File: src/rtl/smb_pkg.sv
// Shared definitions for the serial message bus transmitter and receiver.
package smb_pkg;

  // Transmitter frame sequencing states.
  typedef enum logic [2:0] {
    IDLE,
    START,
    ADDR,
    DATA,
    GAP
  } smb_tx_state_t;

  // Line level of the start bit that opens every frame.
  localparam logic SMB_START_BIT = 1'b0;
  // Line level between frames and after reset.
  localparam logic SMB_IDLE_LVL  = 1'b1;

  // Number of bit cycles in one frame: start bit, port field, data field.
  function automatic int smb_frame_len(input int port_w, input int data_w);
    return 1 + port_w + data_w;
  endfunction

endpackage

File: src/rtl/smb_shift_reg.sv
// Loadable MSB-first parallel-in / serial-out register.
module smb_shift_reg #(
  parameter int WIDTH = 6
) (
  input  logic             clk,
  input  logic             rst,
  input  logic             i_load,
  input  logic             i_shift,
  input  logic [WIDTH-1:0] i_data,
  output logic             o_msb
);

  logic [WIDTH-1:0] r_bits;

  // Each bit either loads, takes its lower neighbour on a shift, or holds.
  // Zeros enter at the bottom so a drained register reads back as 0.
  genvar gi;
  generate
    for (gi = 0; gi < WIDTH; gi = gi + 1) begin : g_bit
      logic w_below;
      if (gi == 0) begin : g_lsb
        assign w_below = 1'b0;
      end else begin : g_upper
        assign w_below = r_bits[gi-1];
      end

      // Per-bit storage: load wins over shift.
      always_ff @(posedge clk or posedge rst) begin
        if (rst) begin
          r_bits[gi] <= 1'b0;
        end else if (i_load) begin
          r_bits[gi] <= i_data[gi];
        end else if (i_shift) begin
          r_bits[gi] <= w_below;
        end
      end
    end
  endgenerate

  assign o_msb = r_bits[WIDTH-1];

endmodule

File: src/rtl/smb_serial_tx.sv
// Serial message bus transmitter: accepts one (port, data) message at a time
// and sends it as start bit, port field, data field, followed by an idle gap.
module smb_serial_tx #(
  parameter int PORT_W = 2,
  parameter int DATA_W = 4,
  parameter int GAP    = 2
) (
  input  logic              clk,
  input  logic              rst,
  input  logic              tx_valid,
  output logic              tx_ready,
  input  logic [PORT_W-1:0] tx_port,
  input  logic [DATA_W-1:0] tx_data,
  output logic              ser_out,
  output logic              busy,
  output logic              frame_done
);

  // Imported inside the body so the GAP parameter keeps its name; the GAP
  // state is always referenced with its package prefix.
  import smb_pkg::*;

  localparam int SR_W    = smb_frame_len(PORT_W, DATA_W) - 1;
  localparam int MAX_A   = (PORT_W > DATA_W) ? PORT_W : DATA_W;
  localparam int CNT_MAX = (MAX_A > GAP) ? MAX_A : GAP;
  localparam int CNT_W   = $clog2(CNT_MAX + 1);

  // Counter reload values: each phase counts down to zero.
  localparam logic [CNT_W-1:0] C_PORT_LAST = CNT_W'(PORT_W - 1);
  localparam logic [CNT_W-1:0] C_DATA_LAST = CNT_W'(DATA_W - 1);
  localparam logic [CNT_W-1:0] C_GAP_LAST  = (GAP > 0) ? CNT_W'(GAP - 1) : '0;

  smb_tx_state_t    r_state;
  smb_tx_state_t    r_state_next;
  logic [CNT_W-1:0] r_cnt;
  logic [CNT_W-1:0] r_cnt_next;
  logic             r_ser;
  logic             r_ser_next;
  logic             w_load;
  logic             w_shift;
  logic             w_msb;

  smb_shift_reg #(
    .WIDTH (SR_W)
  ) u_shift (
    .clk     (clk),
    .rst     (rst),
    .i_load  (w_load),
    .i_shift (w_shift),
    .i_data  ({tx_port, tx_data}),
    .o_msb   (w_msb)
  );

  // State, bit counter and registered line level.
  always_ff @(posedge clk or posedge rst) begin
    if (rst) begin
      r_state <= IDLE;
      r_cnt   <= '0;
      r_ser   <= SMB_IDLE_LVL;
    end else begin
      r_state <= r_state_next;
      r_cnt   <= r_cnt_next;
      r_ser   <= r_ser_next;
    end
  end

  // Next state plus the line level for the next cycle. The line register is
  // loaded one edge ahead, so the bit leaving the shift register here is the
  // one shown while the FSM sits in the following state.
  always_comb begin
    r_state_next = r_state;
    r_cnt_next   = r_cnt;
    r_ser_next   = SMB_IDLE_LVL;
    w_load       = 1'b0;
    w_shift      = 1'b0;
    case (r_state)
      IDLE: begin
        if (tx_valid) begin
          r_state_next = START;
          w_load       = 1'b1;
          r_ser_next   = SMB_START_BIT;
        end
      end
      START: begin
        r_state_next = ADDR;
        r_cnt_next   = C_PORT_LAST;
        r_ser_next   = w_msb;
        w_shift      = 1'b1;
      end
      ADDR: begin
        r_ser_next = w_msb;
        w_shift    = 1'b1;
        if (r_cnt == '0) begin
          r_state_next = DATA;
          r_cnt_next   = C_DATA_LAST;
        end else begin
          r_cnt_next = r_cnt - 1'b1;
        end
      end
      DATA: begin
        if (r_cnt == '0) begin
          r_cnt_next = C_GAP_LAST;
          if (GAP > 0) begin
            r_state_next = smb_pkg::GAP;
          end else begin
            r_state_next = IDLE;
          end
        end else begin
          r_ser_next = w_msb;
          w_shift    = 1'b1;
          r_cnt_next = r_cnt - 1'b1;
        end
      end
      smb_pkg::GAP: begin
        if (r_cnt == '0) begin
          r_state_next = IDLE;
        end else begin
          r_cnt_next = r_cnt - 1'b1;
        end
      end
      default: begin
        r_state_next = IDLE;
        r_cnt_next   = '0;
      end
    endcase
  end

  // Ready is held low during reset even though the state already reads IDLE.
  assign tx_ready   = (r_state == IDLE) && !rst;
  assign busy       = (r_state != IDLE);
  assign frame_done = (r_state == DATA) && (r_cnt == '0);
  assign ser_out    = r_ser;

endmodule

File: config.mk
export PLATFORM = sky130hd
export DESIGN_NAME = smb_serial_tx
export DESIGN_NICKNAME = d
export VERILOG_FILES = /design/src/rtl/smb_pkg.sv /design/src/rtl/smb_shift_reg.sv /design/src/rtl/smb_serial_tx.sv
export SDC_FILE = /design/constraint.sdc
export NUM_CORES = 1
export LEC_CHECK = 0
export ABC_AREA = 1
export BUFFER_PORTS_ARGS = -buffer_cell sky130_fd_sc_hd__buf_2
export CAP_MARGIN = 20
export CORE_UTILIZATION = 39
export CTS_BUF_LIST = sky130_fd_sc_hd__clkbuf_2
export CTS_CLUSTER_DIAMETER = 40
export CTS_CLUSTER_SIZE = 8
export DETAILED_ROUTE_END_ITERATION = 8
export SLEW_MARGIN = 10
export SYNTH_ARGS = -nofsm -noshare
export SYNTH_HDL_FRONTEND = slang
export SYNTH_SLANG_ARGS = --single-unit
File: constraint.sdc
create_clock -name clk -period 1.2 [get_ports clk]
set_input_delay 0.12 -clock clk [delete_from_list [all_inputs] [get_ports clk]]
set_output_delay 0.12 -clock clk [all_outputs]
set_load 0.01 [all_outputs]
==> results.md <==
* Num ports at 13
* Dpl ws at -80.1 ps
* Antenna Diode Count at 0
* CP required at roughly 1400 ps
* Setup CP Type: flip-flop to flip-flop
* Ys Warns at 0
* GRT overflow at 0
* Final Skew at between 7 and 8 ps
* Utilization after layout at 0.656
* Most frequent cells in the layout: nand2_1, buf_4, dfrtp_1
* Routed Antenna Nets at 0
* Initial antenna violation count at 0
* Die area at 2220 µm²
* Logic pwr share at 0.715
* Vias in the first global route at 697
* Drt drc at 0
* VDD IR max at around 1600 µV
* Final count of pins violating max slew at 0
* Filler instances at 174
* Internal power at around 1.9 mW
* Finish-stage setup viols at 15
* Root Driver: clkbuf_2
* Min cycle time layout at roughly 1400 ps
* Non-Filler Instances at between 150 and 200
* Leakage at 0.663 nW
* Initial DRC count at 7
* Worst Path Max Fanout at 6
* Measured slew at the worst slew-check pin at between 500 and 600 ps
* PD cells at ~3000 nW/µm²
* Commonest non-fill, non-tap cell in the layout: nand2_1
* First-pass GRT wire length at around 2800 µm
* Total power at between 3 and 4 mW
* Clock buffer depth at 2
* Die Y at about 47 µm
* Hold Path Class: input pin to flip-flop
* Synth Cell Area at 795 µm²
* GRT Total Usage at 0.181
* Avg Cell Area, Syn at approximately 7.4 µm²
* Vias at ~800
* Worst slew margin at 0.657
* Yosys reg bits at 13
* Hpwl dp at approximately 1300 µm
* Die W at about 47 µm
* Port Buffers at 12
* Seq/Total Area, Yosys at 0.411
* # H-tree levels at 1
* Worst setup margin at -165 ps
* Pin count of the biggest net entering global routing at 14
* F_max at between 700 and 800 MHz
* Clk Latency, worst-skew pair at 270 ps
* Fin crit share at 1.14
* DP Cell Count at about 160
* Core Area at ~1800 µm²
* TritonCTS buffer count at 3
* MaxCap Viol Count at 0
* RSZ-0062 raised after global routing: true
* Net Sw Power at approximately 1.6 mW
* Sequential Area at between 300 and 400 µm²
* Violated checks: negative setup slack
* Starting Density at 0.436
* Share of the synthesized area in the top cell type at 0.378
* Syn_nets at about 120
* Status: finished, violations left
* Drt via density at ~4.6
* Final Hold Viols at 0
* WL/cell at around 11 µm
* Sw Ratio at 0.451
* Arr. time, crit path at 1540 ps
* Crit end category: flip-flop
* Final #Nets at approximately 160
* Reg power frac at 0.219
* Area taken by multi-input logic gates at 489 µm²
* 1st-pass router iterations at 4
* Layout cells sized above 1 at 0.449
* CP Launch Type: flip-flop
* Synth top area cells: dfrtp_1, nand2_1, inv_1
* GPL Wtd Cong at approximately 0.77
* Yosys top cell by area: dfrtp_1
* Clock Power Share at 0.066
* Area Growth Syn to Fin at 50.2%
* Syn Inst Count at 107
* Row Count at 15
* CTS tree: built
* Clock Pin Slew Worst Setup and Hold Paths at 130 ps
* Detailed-route wire length at around 1900 µm
* Post-synth cell types at 20
* CTS Sinks at 13
[cell usage after synthesis]
cell type and n:
nor2_2 1, o21ai_0 7, inv_2 1, nor2_1 7, nand2_4 2, nand4_1 5
buf_4 1, o21bai_1 1, ha_1 2, nand3b_1 1, nand3b_2 1, nand3_4 1
nor2_8 1, a21oi_1 1, nand2_1 46, inv_1 10, dfrtp_1 12, nand3_1 5
dfstp_2 1, nand2_2 1
[worst max-delay path, cell delays in order (launching register included)]
cell and delay (ps):
dfrtp_1 410, buf_4 160, nand2_2 100, nor2_4 50, buf_4 130, nand2_2 100
nand2_4 100, o21ai_1 140, nand2_1 70
[repair_timing]
item / CTS / global route
pin swaps: 2 / 4
gates resized for setup: 19 / 17
hold endpoints to repair: 12 / 0
setup endpoints to repair: 14 / 16
hold buffers: 1 / 0
setup buffers: 7 / 4
[per-layer routing]
layer  vias up  GRT usage  part of all wire
li1        420          -                 -
met3         4     0.0346             0.020
met4         0     0.0686             0.015
met5         -          0                 0
met2        11      0.314              0.53
met1       362      0.222              0.44
[cell type report]
class / count / area share
clock buffer: 4 / 0.0168
multi-input combinational: 82 / 0.410
tap: 25 / 0.0262
inverter: 11 / 0.0346
sequential: 13 / 0.275
timing repair buffer: 37 / 0.238
[worst paths after layout]
check / startpoint / cells after the start / to / slack (ps)
setup / recovery: r_state[1] / 8 / u_shift.g_bit[3].w_below / -170
hold / removal: tx_data[0] / 3 / u_shift.g_bit[1].w_below / 50
setup reg to reg: r_state[1] / 8 / u_shift.g_bit[3].w_below / -170
hold reg to reg: u_shift.g_bit[2].w_below / 2 / u_shift.g_bit[2].w_below / 500
max in group asynchronous: rst / 3 / ser_out / 390
min in group asynchronous: rst / 3 / u_shift.g_bit[3].w_below / 440
[state kept, by name, indices dropped and copies added (netlist names)]
register and count:
u_shift.g_bit.w_below 5, r_cnt 3, ser_out 1, u_shift.o_msb 1, r_state 3
[metrics by stage]
step / instance area [µm²] / TNS [ps] / hold slack (ps)
4_1_cts: 1100 / -988 / 43.6
3_5_place_dp: 981 / -539 / 181
6_report: 1190 / -1830 / 46.9
2_1_floorplan: 800 / 0 / -3.76
5_1_grt: 1190 / -3100 / 14.7
3_3_place_gp: 981 / -356 / 194
[cell families (layout without fill, tap and decap cells)]
family | count (synthesis) | count (layout) | synth area share
fa+ha+maj | 2 | 2 | 0.0315
flops | 13 | 13 | 0.411
simple gates | 71 | 71 | 0.436
compound gates | 9 | 9 | 0.0598
buf+inv | 12 | 52 | 0.0614
[power groups by stage]
stage               Clock [mW]  Sequential [mW]  Combinational [mW]
global route             0.271            0.796                2.78
CTS                      0.240            0.758                2.25
finish                   0.233            0.776                2.53
global placement             0            0.744                1.86
detailed placement           0            0.748                1.89
floorplan                    0            0.772                1.24
Power figures use the tool's default switching activity.
